### src/rtl/tri_setup_seq_pkg.sv
// Shared widths, FSM encoding and edge-endpoint helper for the triangle setup sequencer.
package tri_setup_seq_pkg;

    localparam int COORD_W = 10;
    localparam int COEF_W  = 18;
    localparam int AREA_W  = 20;
    localparam int CNT_W   = 16;
    localparam int NUM_EDGES = 3;

    typedef logic [COORD_W-1:0]        coord_t;
    typedef logic signed [COEF_W-1:0]  coef_t;
    typedef logic signed [AREA_W-1:0]  area_t;
    typedef logic [CNT_W-1:0]          cnt_t;
    typedef logic [1:0]                edge_idx_t;

    typedef enum logic [2:0] {
        IDLE  = 3'd0,
        ISSUE = 3'd1,
        GAP   = 3'd2,
        WAIT  = 3'd3,
        SUM   = 3'd4,
        OUT   = 3'd5
    } state_t;

    typedef struct packed {
        coord_t x1;
        coord_t y1;
        coord_t x2;
        coord_t y2;
    } edge_pts_t;

    // Edge k runs v0->v1, v1->v2, v2->v0 so all three share one winding.
    function automatic edge_pts_t edge_endpoints(
        input edge_idx_t k,
        input coord_t    x0,
        input coord_t    y0,
        input coord_t    x1,
        input coord_t    y1,
        input coord_t    x2,
        input coord_t    y2
    );
        edge_pts_t pts;
        case (k)
            2'd0:    pts = {x0, y0, x1, y1};
            2'd1:    pts = {x1, y1, x2, y2};
            default: pts = {x2, y2, x0, y0};
        endcase
        return pts;
    endfunction

endpackage

### src/rtl/tri_setup_seq_if.sv
// Triangle input, edge-engine and coefficient-output signals of the setup sequencer.
interface tri_setup_seq_if;
    import tri_setup_seq_pkg::*;

    logic   cull_en;
    logic   tri_valid;
    logic   tri_ready;
    coord_t x0;
    coord_t y0;
    coord_t x1;
    coord_t y1;
    coord_t x2;
    coord_t y2;

    logic   ee_trigger;
    coord_t ee_x1;
    coord_t ee_y1;
    coord_t ee_x2;
    coord_t ee_y2;
    logic   ee_valid;
    coef_t  ee_a;
    coef_t  ee_b;
    coef_t  ee_c;

    logic   out_valid;
    logic   out_ready;
    coef_t  a0;
    coef_t  b0;
    coef_t  c0;
    coef_t  a1;
    coef_t  b1;
    coef_t  c1;
    coef_t  a2;
    coef_t  b2;
    coef_t  c2;
    area_t  area2;
    cnt_t   cull_count;

    // The sequencer side.
    modport slave (
        input  cull_en, tri_valid, x0, y0, x1, y1, x2, y2,
        input  ee_valid, ee_a, ee_b, ee_c,
        input  out_ready,
        output tri_ready,
        output ee_trigger, ee_x1, ee_y1, ee_x2, ee_y2,
        output out_valid, a0, b0, c0, a1, b1, c1, a2, b2, c2, area2, cull_count
    );

    // The surrounding pipeline / engine side.
    modport master (
        output cull_en, tri_valid, x0, y0, x1, y1, x2, y2,
        output ee_valid, ee_a, ee_b, ee_c,
        output out_ready,
        input  tri_ready,
        input  ee_trigger, ee_x1, ee_y1, ee_x2, ee_y2,
        input  out_valid, a0, b0, c0, a1, b1, c1, a2, b2, c2, area2, cull_count
    );

endinterface

### src/rtl/tri_setup_seq_area_sum.sv
// Doubled signed area from the three edge constants, plus the cull decision.
module tri_setup_seq_area_sum
    import tri_setup_seq_pkg::*;
(
    input  coef_t c [NUM_EDGES],
    input  logic  cull_en,
    output area_t area2,
    output logic  cull
);

    area_t c_ext [NUM_EDGES];

    // Two guard bits are enough: three 18-bit terms cannot overflow 20 bits.
    generate
        for (genvar gi = 0; gi < NUM_EDGES; gi++) begin : g_ext
            assign c_ext[gi] = {{(AREA_W-COEF_W){c[gi][COEF_W-1]}}, c[gi]};
        end
    endgenerate

    assign area2 = c_ext[0] + c_ext[1] + c_ext[2];
    assign cull  = cull_en && (area2[AREA_W-1] || (area2 == '0));

endmodule

### src/rtl/tri_setup_seq.sv
// Triangle setup sequencer: drives a shared edge-equation engine once per edge,
// sums the edge constants into the doubled area and optionally culls.
module tri_setup_seq
    import tri_setup_seq_pkg::*;
(
    input  logic            clock,
    input  logic            reset_n,
    tri_setup_seq_if.slave  bus
);

    state_t    state_reg;
    edge_idx_t k_reg;
    edge_idx_t k_next;
    coord_t    vx_reg [NUM_EDGES];
    coord_t    vy_reg [NUM_EDGES];
    edge_pts_t ee_pt_reg;
    edge_pts_t ee_pt_next;
    logic      ee_trigger_reg;
    logic      tri_ready_reg;
    logic      out_valid_reg;
    coef_t     coef_a_reg [NUM_EDGES];
    coef_t     coef_b_reg [NUM_EDGES];
    coef_t     coef_c_reg [NUM_EDGES];
    area_t     area2_reg;
    cnt_t      cull_count_reg;

    area_t     sum_area2;
    logic      sum_cull;
    logic      accept;

    tri_setup_seq_area_sum u_area_sum (
        .c       (coef_c_reg),
        .cull_en (bus.cull_en),
        .area2   (sum_area2),
        .cull    (sum_cull)
    );

    assign accept = tri_ready_reg && bus.tri_valid;

    always_comb begin
        k_next     = k_reg + 2'd1;
        ee_pt_next = edge_endpoints(k_next, vx_reg[0], vy_reg[0],
                                    vx_reg[1], vy_reg[1], vx_reg[2], vy_reg[2]);
    end

    always_ff @(posedge clock) begin
        if (!reset_n) begin
            state_reg      <= IDLE;
            k_reg          <= '0;
            ee_pt_reg      <= '0;
            ee_trigger_reg <= 1'b0;
            tri_ready_reg  <= 1'b0;
            out_valid_reg  <= 1'b0;
            area2_reg      <= '0;
            cull_count_reg <= '0;
            for (int i = 0; i < NUM_EDGES; i++) begin
                vx_reg[i]     <= '0;
                vy_reg[i]     <= '0;
                coef_a_reg[i] <= '0;
                coef_b_reg[i] <= '0;
                coef_c_reg[i] <= '0;
            end
        end else begin
            ee_trigger_reg <= 1'b0;
            case (state_reg)
                IDLE: begin
                    if (accept) begin
                        vx_reg[0]     <= bus.x0;
                        vy_reg[0]     <= bus.y0;
                        vx_reg[1]     <= bus.x1;
                        vy_reg[1]     <= bus.y1;
                        vx_reg[2]     <= bus.x2;
                        vy_reg[2]     <= bus.y2;
                        k_reg         <= '0;
                        ee_pt_reg     <= edge_endpoints(2'd0, bus.x0, bus.y0,
                                                        bus.x1, bus.y1, bus.x2, bus.y2);
                        tri_ready_reg <= 1'b0;
                        state_reg     <= ISSUE;
                    end else begin
                        tri_ready_reg <= 1'b1;
                    end
                end
                ISSUE: begin
                    // The engine has no reset, so never trigger it until it reports idle.
                    if (bus.ee_valid) begin
                        ee_trigger_reg <= 1'b1;
                        state_reg      <= GAP;
                    end
                end
                GAP: begin
                    // ee_valid is still the stale idle level here; it drops next cycle.
                    state_reg <= WAIT;
                end
                WAIT: begin
                    if (bus.ee_valid) begin
                        coef_a_reg[k_reg] <= bus.ee_a;
                        coef_b_reg[k_reg] <= bus.ee_b;
                        coef_c_reg[k_reg] <= bus.ee_c;
                        if (k_reg == 2'd2) begin
                            state_reg <= SUM;
                        end else begin
                            k_reg     <= k_next;
                            ee_pt_reg <= ee_pt_next;
                            state_reg <= ISSUE;
                        end
                    end
                end
                SUM: begin
                    area2_reg <= sum_area2;
                    if (sum_cull) begin
                        if (cull_count_reg != '1) begin
                            cull_count_reg <= cull_count_reg + 1'b1;
                        end
                        tri_ready_reg <= 1'b1;
                        state_reg     <= IDLE;
                    end else begin
                        out_valid_reg <= 1'b1;
                        state_reg     <= OUT;
                    end
                end
                OUT: begin
                    if (bus.out_ready) begin
                        out_valid_reg <= 1'b0;
                        tri_ready_reg <= 1'b1;
                        state_reg     <= IDLE;
                    end
                end
                default: begin
                    state_reg <= IDLE;
                end
            endcase
        end
    end

    assign bus.tri_ready  = tri_ready_reg;
    assign bus.ee_trigger = ee_trigger_reg;
    assign bus.ee_x1      = ee_pt_reg.x1;
    assign bus.ee_y1      = ee_pt_reg.y1;
    assign bus.ee_x2      = ee_pt_reg.x2;
    assign bus.ee_y2      = ee_pt_reg.y2;
    assign bus.out_valid  = out_valid_reg;
    assign bus.a0         = coef_a_reg[0];
    assign bus.b0         = coef_b_reg[0];
    assign bus.c0         = coef_c_reg[0];
    assign bus.a1         = coef_a_reg[1];
    assign bus.b1         = coef_b_reg[1];
    assign bus.c1         = coef_c_reg[1];
    assign bus.a2         = coef_a_reg[2];
    assign bus.b2         = coef_b_reg[2];
    assign bus.c2         = coef_c_reg[2];
    assign bus.area2      = area2_reg;
    assign bus.cull_count = cull_count_reg;

endmodule

### src/flat_wrapper.sv
// flat-port wrapper written by rule: the top's interface ports become plain ports
module tri_setup_seq_flat import tri_setup_seq_pkg::*;
  (clock, reset_n, bus_cull_en, bus_tri_valid, bus_x0, bus_y0, bus_x1, bus_y1, bus_x2, bus_y2, bus_ee_valid, bus_ee_a, bus_ee_b, bus_ee_c, bus_out_ready, bus_tri_ready, bus_ee_trigger, bus_ee_x1, bus_ee_y1, bus_ee_x2, bus_ee_y2, bus_out_valid, bus_a0, bus_b0, bus_c0, bus_a1, bus_b1, bus_c1, bus_a2, bus_b2, bus_c2, bus_area2, bus_cull_count);
  tri_setup_seq_if bus_i ();
  input  logic clock;
  input  logic reset_n;
  input wire logic [$bits(bus_i.cull_en)-1:0] bus_cull_en;
  input wire logic [$bits(bus_i.tri_valid)-1:0] bus_tri_valid;
  input wire logic [$bits(bus_i.x0)-1:0] bus_x0;
  input wire logic [$bits(bus_i.y0)-1:0] bus_y0;
  input wire logic [$bits(bus_i.x1)-1:0] bus_x1;
  input wire logic [$bits(bus_i.y1)-1:0] bus_y1;
  input wire logic [$bits(bus_i.x2)-1:0] bus_x2;
  input wire logic [$bits(bus_i.y2)-1:0] bus_y2;
  input wire logic [$bits(bus_i.ee_valid)-1:0] bus_ee_valid;
  input wire logic [$bits(bus_i.ee_a)-1:0] bus_ee_a;
  input wire logic [$bits(bus_i.ee_b)-1:0] bus_ee_b;
  input wire logic [$bits(bus_i.ee_c)-1:0] bus_ee_c;
  input wire logic [$bits(bus_i.out_ready)-1:0] bus_out_ready;
  output wire logic [$bits(bus_i.tri_ready)-1:0] bus_tri_ready;
  output wire logic [$bits(bus_i.ee_trigger)-1:0] bus_ee_trigger;
  output wire logic [$bits(bus_i.ee_x1)-1:0] bus_ee_x1;
  output wire logic [$bits(bus_i.ee_y1)-1:0] bus_ee_y1;
  output wire logic [$bits(bus_i.ee_x2)-1:0] bus_ee_x2;
  output wire logic [$bits(bus_i.ee_y2)-1:0] bus_ee_y2;
  output wire logic [$bits(bus_i.out_valid)-1:0] bus_out_valid;
  output wire logic [$bits(bus_i.a0)-1:0] bus_a0;
  output wire logic [$bits(bus_i.b0)-1:0] bus_b0;
  output wire logic [$bits(bus_i.c0)-1:0] bus_c0;
  output wire logic [$bits(bus_i.a1)-1:0] bus_a1;
  output wire logic [$bits(bus_i.b1)-1:0] bus_b1;
  output wire logic [$bits(bus_i.c1)-1:0] bus_c1;
  output wire logic [$bits(bus_i.a2)-1:0] bus_a2;
  output wire logic [$bits(bus_i.b2)-1:0] bus_b2;
  output wire logic [$bits(bus_i.c2)-1:0] bus_c2;
  output wire logic [$bits(bus_i.area2)-1:0] bus_area2;
  output wire logic [$bits(bus_i.cull_count)-1:0] bus_cull_count;
  assign bus_i.cull_en = bus_cull_en;
  assign bus_i.tri_valid = bus_tri_valid;
  assign bus_i.x0 = bus_x0;
  assign bus_i.y0 = bus_y0;
  assign bus_i.x1 = bus_x1;
  assign bus_i.y1 = bus_y1;
  assign bus_i.x2 = bus_x2;
  assign bus_i.y2 = bus_y2;
  assign bus_i.ee_valid = bus_ee_valid;
  assign bus_i.ee_a = bus_ee_a;
  assign bus_i.ee_b = bus_ee_b;
  assign bus_i.ee_c = bus_ee_c;
  assign bus_i.out_ready = bus_out_ready;
  assign bus_tri_ready = bus_i.tri_ready;
  assign bus_ee_trigger = bus_i.ee_trigger;
  assign bus_ee_x1 = bus_i.ee_x1;
  assign bus_ee_y1 = bus_i.ee_y1;
  assign bus_ee_x2 = bus_i.ee_x2;
  assign bus_ee_y2 = bus_i.ee_y2;
  assign bus_out_valid = bus_i.out_valid;
  assign bus_a0 = bus_i.a0;
  assign bus_b0 = bus_i.b0;
  assign bus_c0 = bus_i.c0;
  assign bus_a1 = bus_i.a1;
  assign bus_b1 = bus_i.b1;
  assign bus_c1 = bus_i.c1;
  assign bus_a2 = bus_i.a2;
  assign bus_b2 = bus_i.b2;
  assign bus_c2 = bus_i.c2;
  assign bus_area2 = bus_i.area2;
  assign bus_cull_count = bus_i.cull_count;
  tri_setup_seq u_core (.clock(clock), .reset_n(reset_n), .bus(bus_i));
endmodule
### config.mk
export PLATFORM = sky130hd
export DESIGN_NAME = tri_setup_seq_flat
export DESIGN_NICKNAME = d
export VERILOG_FILES = /design/src/rtl/tri_setup_seq_pkg.sv /design/src/rtl/tri_setup_seq_if.sv /design/src/rtl/tri_setup_seq_area_sum.sv /design/src/rtl/tri_setup_seq.sv /design/src/flat_wrapper.sv
export SDC_FILE = /design/constraint.sdc
export NUM_CORES = 1
export LEC_CHECK = 0
export BUFFER_PORTS_ARGS = -buffer_cell sky130_fd_sc_hd__buf_2
export CAP_MARGIN = 20
export CORE_MARGIN = 2
export CORE_UTILIZATION = 55
export CTS_BUF_LIST = sky130_fd_sc_hd__clkbuf_2 sky130_fd_sc_hd__clkbuf_4 sky130_fd_sc_hd__clkbuf_8
export DETAILED_ROUTE_END_ITERATION = 7
export GPL_TIMING_DRIVEN = 1
export PLACE_DENSITY = 0.9
export SLEW_MARGIN = 15
export SYNTH_ARGS = -nofsm -noshare
export SYNTH_HDL_FRONTEND = slang
export SYNTH_SLANG_ARGS = --single-unit
export TNS_END_PERCENT = 1
### constraint.sdc
create_clock -name clock -period 7.3 [get_ports clock]
set_input_delay 1.46 -clock clock [delete_from_list [all_inputs] [get_ports clock]]
set_output_delay 1.46 -clock clock [all_outputs]
set_load 0.005 [all_outputs]
==> Yosys cells after proc, flatten, opt, wreduce, memory -nomap -nowiden <==
Memories as Yosys holds them, arrays and structs flattened.
Cells that the tools add are included.
{ "classes": {"add_sub_neg": 4, "mul": 0, "div": 0, "magnitude_cmp": 2, "n_eq_ne": 15, "shift": 0, "muxes": 47, "n_bitwise": 7, "reduce_logical": 19} }
{ "op_table": {"columns": ["operator", "count"], "rows": [
  ["$pmux W40 S2", 2],
  ["$mux W40", 3],
  ["$mux W10", 6],
  ["$bwmux W54", 1],
  ["$mux W18", 3],
  ["$demux W18 S2", 1],
  ["$reduce_or A18 Y1", 2],
  ["$add A19 B18 Y20", 1],
  ["$logic_not A20 Y1", 1],
  ["$add A18 B18 Y19", 1],
  ["$mux W3", 6],
  ["$pmux W3 S6", 1],
  ["$add A16 B1 Y16 const B", 1],
  ["$mux W1", 16],
  ["$ne A16 B16 Y1 const B", 1],
  ["$mux W2", 5],
  ["$ne A2 B2 Y1 const B", 5],
  ["$reduce_and A3 Y1", 3],
  ["$reduce_and A4 Y1", 2],
  ["$eq A3 B2 Y1 const B", 2],
  ["$eq A3 B3 Y1 const B", 2],
  ["$or A1 B1 Y1", 6],
  ["$ne A2 B1 Y1 const B", 2],
  ["$pmux W2 S2", 1],
  ["16 further kinds", 20]
]} }
{ "totals": {"register_bits": 138, "latchBits": 0, "ram_bits": 168, "mem_bits_ro": 0, "input_bits": 120, "output_inout_bits": 241, "word_cells": 112, "memories": 4} }
{ "mem_list": {"columns": ["name", "depth", "word_bits", "read_ports", "rd_ports_with_merged_regs", "wr", "line", "rtl"], "rows": [
  ["u_core.coef_a_reg", 3, 18, 3, 0, 3, "tri_setup_seq.sv:21", "coef_t coef_a_reg [NUM_EDGES];"],
  ["u_core.coef_b_reg", 3, 18, 3, 0, 3, "tri_setup_seq.sv:22", "coef_t coef_b_reg [NUM_EDGES];"],
  ["u_core.vx_reg", 3, 10, 3, 0, 3, "tri_setup_seq.sv:14", "coord_t vx_reg [NUM_EDGES];"],
  ["u_core.vy_reg", 3, 10, 3, 0, 3, "tri_setup_seq.sv:15", "coord_t vy_reg [NUM_EDGES];"]
]} }

==> Longest topological paths before layout <==
{ "depth": {"word_depth": 7, "ltp_mapped": 14, "ltp_nobuf": 13} }

==> Modules after synthesis <==
A second synthesis with hierarchy kept.
{ "hier_totals": {"cells_unflattened": 1222, "hier_area_um2": 13621.8} }
{ "by_module_without_submodules": {"columns": ["module", "n_inst", "cells_per_inst", "area_per_inst_um2", "seq_area_each_um2"], "rows": [
  ["tri_setup_seq", 1, 1048, 12170.4, 7807.5],
  ["tri_setup_seq_area_sum", 1, 174, 1451.4, 0.0]
]} }

==> Worst setup path after synthesis <==
OpenSTA, ideal clock, no wires.
{ "synth_timing": {"path_type": "input-to-reg", "startpoint": "in bus_tri_valid", "endpoint": "mem u_core.vx_reg[0][0] in the netlist's numbering (enable)", "setup_ps": 563, "arrival_ps": 5857, "required_time_ps": 6737, "path_slack_ps": 879, "stages": 2, "n_path_buf": 0, "cell_sequence": "nand3_1 > o21ai_0"} }
{ "synth_rtl": {"columns": ["element", "line", "rtl"], "rows": [
  ["start, declared", "flat_wrapper.sv:8", "input wire logic [$bits(bus_i.tri_valid)-1:0] bus_tri_valid;"],
  ["end, declared", "tri_setup_seq.sv:14", null]
]} }

==> Worst setup path in the final report <==
{ "layout_timing": {"startpoint": "reg u_core.coef_c_reg, in the netlist u_core.bus.c2[1]", "endpoint": "reg u_core.cull_count_reg[10], in the netlist u_core.bus.cull_count[10]"} }
{ "layout_via": {"elab_chain_len": 5} }
{ "layout_rtl": {"columns": ["element", "line", "rtl"], "rows": [
  ["start, declared", "tri_setup_seq.sv:23", "coef_t coef_c_reg [NUM_EDGES];"],
  ["start signal, assigned by index", "tri_setup_seq.sv:98", "coef_c_reg[k_reg] <= bus.ee_c;"],
  ["$add A19 B18 Y20 (*)", "tri_setup_seq_area_sum.sv:20", "assign area2 = c_ext[0] + c_ext[1] + c_ext[2];"],
  ["$logic_not A20 Y1", "tri_setup_seq_area_sum.sv:21", "assign cull = cull_en && (area2[AREA_W-1] || (area2 == '0));"],
  ["$logic_or A1 B1 Y1 (*)", "tri_setup_seq_area_sum.sv:21", null],
  ["$logic_and A1 B1 Y1 (*)", "tri_setup_seq_area_sum.sv:21", null],
  ["$reduce_and A3 Y1 (no source line) (*)", null, null],
  ["end signal, assigned", "tri_setup_seq.sv:112", "cull_count_reg <= cull_count_reg + 1'b1;"],
  ["end, declared", "tri_setup_seq.sv:25", "cnt_t cull_count_reg;"]
]} }
Every way passes the cells marked *; elsewhere a longest branch is shown, timed or not.
A chain may end at the register's enable or synchronous reset.

==> results.md <==
- Core ar.: 24,390 sq um
- Crit path max-delay family: compound AO/OA/AOI/OAI gates
- Non-Filler Instances: 1,921
- Clk sink count: just over 300
- Hold Startpoint: u_core.bus.area2[4]
- Post-CTS Setup Bufs: 0
- Predominant post-synthesis flop cell: edfxtp_1
- Boundary Pins: about 360
- Status: finished clean
- Cells after Synth: ~1,200
- Post-synth top area share: 36.76%
- Worst Clk Skew: roughly 0.015 ns
- Setup WS pre-CTS: 3.063 ns
- H-tree depth: 2
- Setup violators final: 0
- Maximum vdd drop: 171.0 uV
- Worst setup margin: 2.939 ns
- Leading cell type in the layout, fill and taps excluded: buf_2
- Slowest stage delay, CP: a little over 0.6 ns
- Synth Register Bits: 306
- Worst-skew pair later-pin latency: ~0.56 ns
- Worst slew pin tran: ~1.1 ns
- Worst R2R Path Depth: 13
- Reg2reg end: u_core.bus.cull_count[10]
- Global-route total usage across every layer: 27.87%
- Post-route ant nets: 0
- Most frequent cells in the layout: 360 x buf_2, 179 x and2_1, 168 x edfxtp_1
- Starting Density: 56.27%
- Critical path, cell by cell: fa_1 -> ha_1 -> fa_1 -> a211oi_1 -> o21bai_1 -> o21ai_0 -> nand2_1 -> a21oi_1 -> xor2_1 -> nand4b_1 -> a21oi_1 -> nor3b_2 -> mux2i_1
- Sum Neg Setup Slack: 0 ns
- GR Layer Usage met3: ~6.4%
- Drt first pass iters: 5
- Post-synth ARST share: 0%
- Antenna violations before repair: 11
- Most Crowded Layer GR: met2
- Hold-fix buffers at CTS: 0
- Final hold violation count: 0
- CP endpoint kind: register
- Area growth from synthesis to layout: 22.99%
- Largest net degree at the start of global routing: just over 80
- GR Util met2: between 40% and 50%
- Multiplexer area fraction after synthesis: 1.021%
- Routability-driven placement congestion ratio: 0.8778
- Num CTS Buffers: 48
- Slew headroom: 28.28%
- Critical Path Fanout Max: 11
- GR Overflow Total: 0
- GR Util met1: 35.58%
- Max Transition Viols Final: 0
- RSZ-0062 raised after global routing: no
- Comb pwr share: between 7 and 8%
- Post-synthesis simple-gate area fraction: 16.64%
- Worst reg-to-reg setup slack: ~3 ns
- Max-cap viol count: 0
- Final Power: 0.003785 W
- First-pass GRT wire length: 57,560 um
- Clk root buf: clkbuf_8
- Hold Path Depth: 2
- Post-CTS sizing: 0
- Sequential share of power: around 52%
- Mapped Nets: 1,370
- Finished Cell Area: 16,880 sq um
- Internal: 0.002913 W
- Tcrit/Tclk final: 59.74%
- Min cycle time layout: 4.361 ns
- CTS tree: done
- Ranking of synthesized cells by area: edfxtp_1 37%, dfxtp_1 20%, and2_1 8.2%
- Via count: 10,966
- Die Y: 162.0 um
- Die area: between 20,000 and 30,000 sq um
- Complex-gate fraction of the synthesized area: 17.34%
- Clk network pwr share: between 40% and 50%
- Reg2reg start: u_core.bus.c2[1]
- Syn_area_per_cell: 11.37 sq um
- Final #Nets: approximately 1,700
- Vias in the first global route: around 11,000
- WHS Endpoint: u_core.bus.area2[4]
- Top cell type by total area after synthesis: edfxtp_1
- Die width: 162.0 um
- Power density over cell area: 224.3 nW/um^2
- Largest family of logic cells by synthesized area: compound AO/OA/AOI/OAI gates
- DRC marker count from the first detailed-route iteration: 1,161
- Routed WL: 37,770 um
- Vias per cell: about 5.7
- Number of flops mapped to enable cells by yosys: roughly 170
- CP Data Required Time: 7.77 ns
- Critical path's slowest cell: a21oi_1
- Crit path arrival time: 4.83 ns
- Switching Fraction: 23.06%
- Yosys warns: 0
- Avg WL per Cell: 19.66 um
- DRC Markers: 0
- Layout cell share with drive strength beyond 1: roughly 30%
- Clock transition at path regs: 0.06 ns
- Placed cell areas: 15,800 sq um
- Cell area after synthesis: 13,720 sq um
- Sequential fraction of the synthesis area: 56.89%
- Max Buffers Root-to-Sink: 3
- Combined buffer and inverter count along the critical path: 0
- I/O Buffers: 360
- Fill count: 1,737
- Rows: 57
- Fmax: 0.2293 GHz
- Worst hold path class: reg -> reg
- DP HPWL: 26,340 um
- Yosys cell types: 53
- Net switching power: 0.0008729 W
- Xor/xnor share of the synthesized area: 0.6382%
- Dpl cells: 1,822
- Leak: a little over 8 nW
- Adder-Cell Fraction of Synth Area: 4.959%
- CP Launch Type: register
- Worst setup path class: reg -> reg
[per-layer routing]
layer	wire [um]	share of wire, %
met4	1132	3.0
met3	3030	8.0
met5	0	0
met2	18530	49
met1	15080	40
[power groups by stage]
stage	Sequential, W	Combinational (W)	Clock [W]
2_1_floorplan	0.00198	0.000143	0
3_3_place_gp	0.00198	0.000279	0
3_5_place_dp	0.00198	0.000288	0
4_1_cts	0.00195	0.000290	0.00157
5_1_grt	0.00195	0.000319	0.00165
6_report	0.00195	0.000290	0.00155
[cells by family after synthesis]
| kind of cell | count (synthesis) |
|---|---|
| simple gates | 429 |
| compound gates | 314 |
| flops | 306 |
| buf+inv | 91 |
| fa+ha+maj | 43 |
| mux | 14 |
| xor+xnor | 10 |
[cells in the mapped netlist (all sizes together), types with 8 or more instances]
cell / instances
edfxtp: 168
and2: 179
o21ai: 15
and3: 8
nand3: 20
a22oi: 40
a21o: 11
fa: 19
o211ai: 42
a21oi: 63
nor2: 61
nand2b: 14
nand2: 108
o211a: 43
clkbuf: 75
dfxtp: 138
a22o: 54
a211oi: 9
ha: 24
a21boi: 14
inv: 9
mux2i: 14
[final cells by class]
type | instances | area [sq um] | area share, %
Tap cell | 324 | 405.4 | 2.402
Antenna cell | 10 | 25.02 | 0.1482
Multi-Input combinational cell | 810 | 5622 | 33.30
Inverter | 9 | 33.78 | 0.2001
Sequential cell | 306 | 7807 | 46.25
Clock inverter | 14 | 122.6 | 0.7264
Timing Repair Buffer | 373 | 1932 | 11.44
Clock buffer | 75 | 932.1 | 5.522
[how the worst max path moves through the flow]
stage | from | cells after the start | to
6_report | u_core.bus.c2[1] | 13 | u_core.bus.cull_count[10]
4_1_cts | u_core.bus.c2[1] | 13 | u_core.bus.cull_count[10]
3_5_place_dp | u_core.bus.c2[1] | 13 | u_core.bus.cull_count[10]
5_1_grt | u_core.bus.c2[1] | 13 | u_core.bus.cull_count[8]
2_1_floorplan | bus_tri_valid | 2 | u_core.vx_reg[0][0]
3_3_place_gp | u_core.bus.c2[9] | 12 | u_core.bus.cull_count[8]
[tightest hold or removal path, delay by kind of cell, from the launching register on]
family / cells / cell delay, ns
compound gates: 1 / 0.06
simple gates: 1 / 0.04
flops: 1 / 0.30
[through the flow]
stage | util (%) | hold slack (ns)
floorplan | - | 0.4575
CTS | 69.10 | 0.4633
global route | 69.19 | 0.4975
global placement | 64.58 | 0.4507
finish | 69.21 | 0.4587
detailed placement | 64.78 | 0.4551
(Power assumes the default switching activity.)
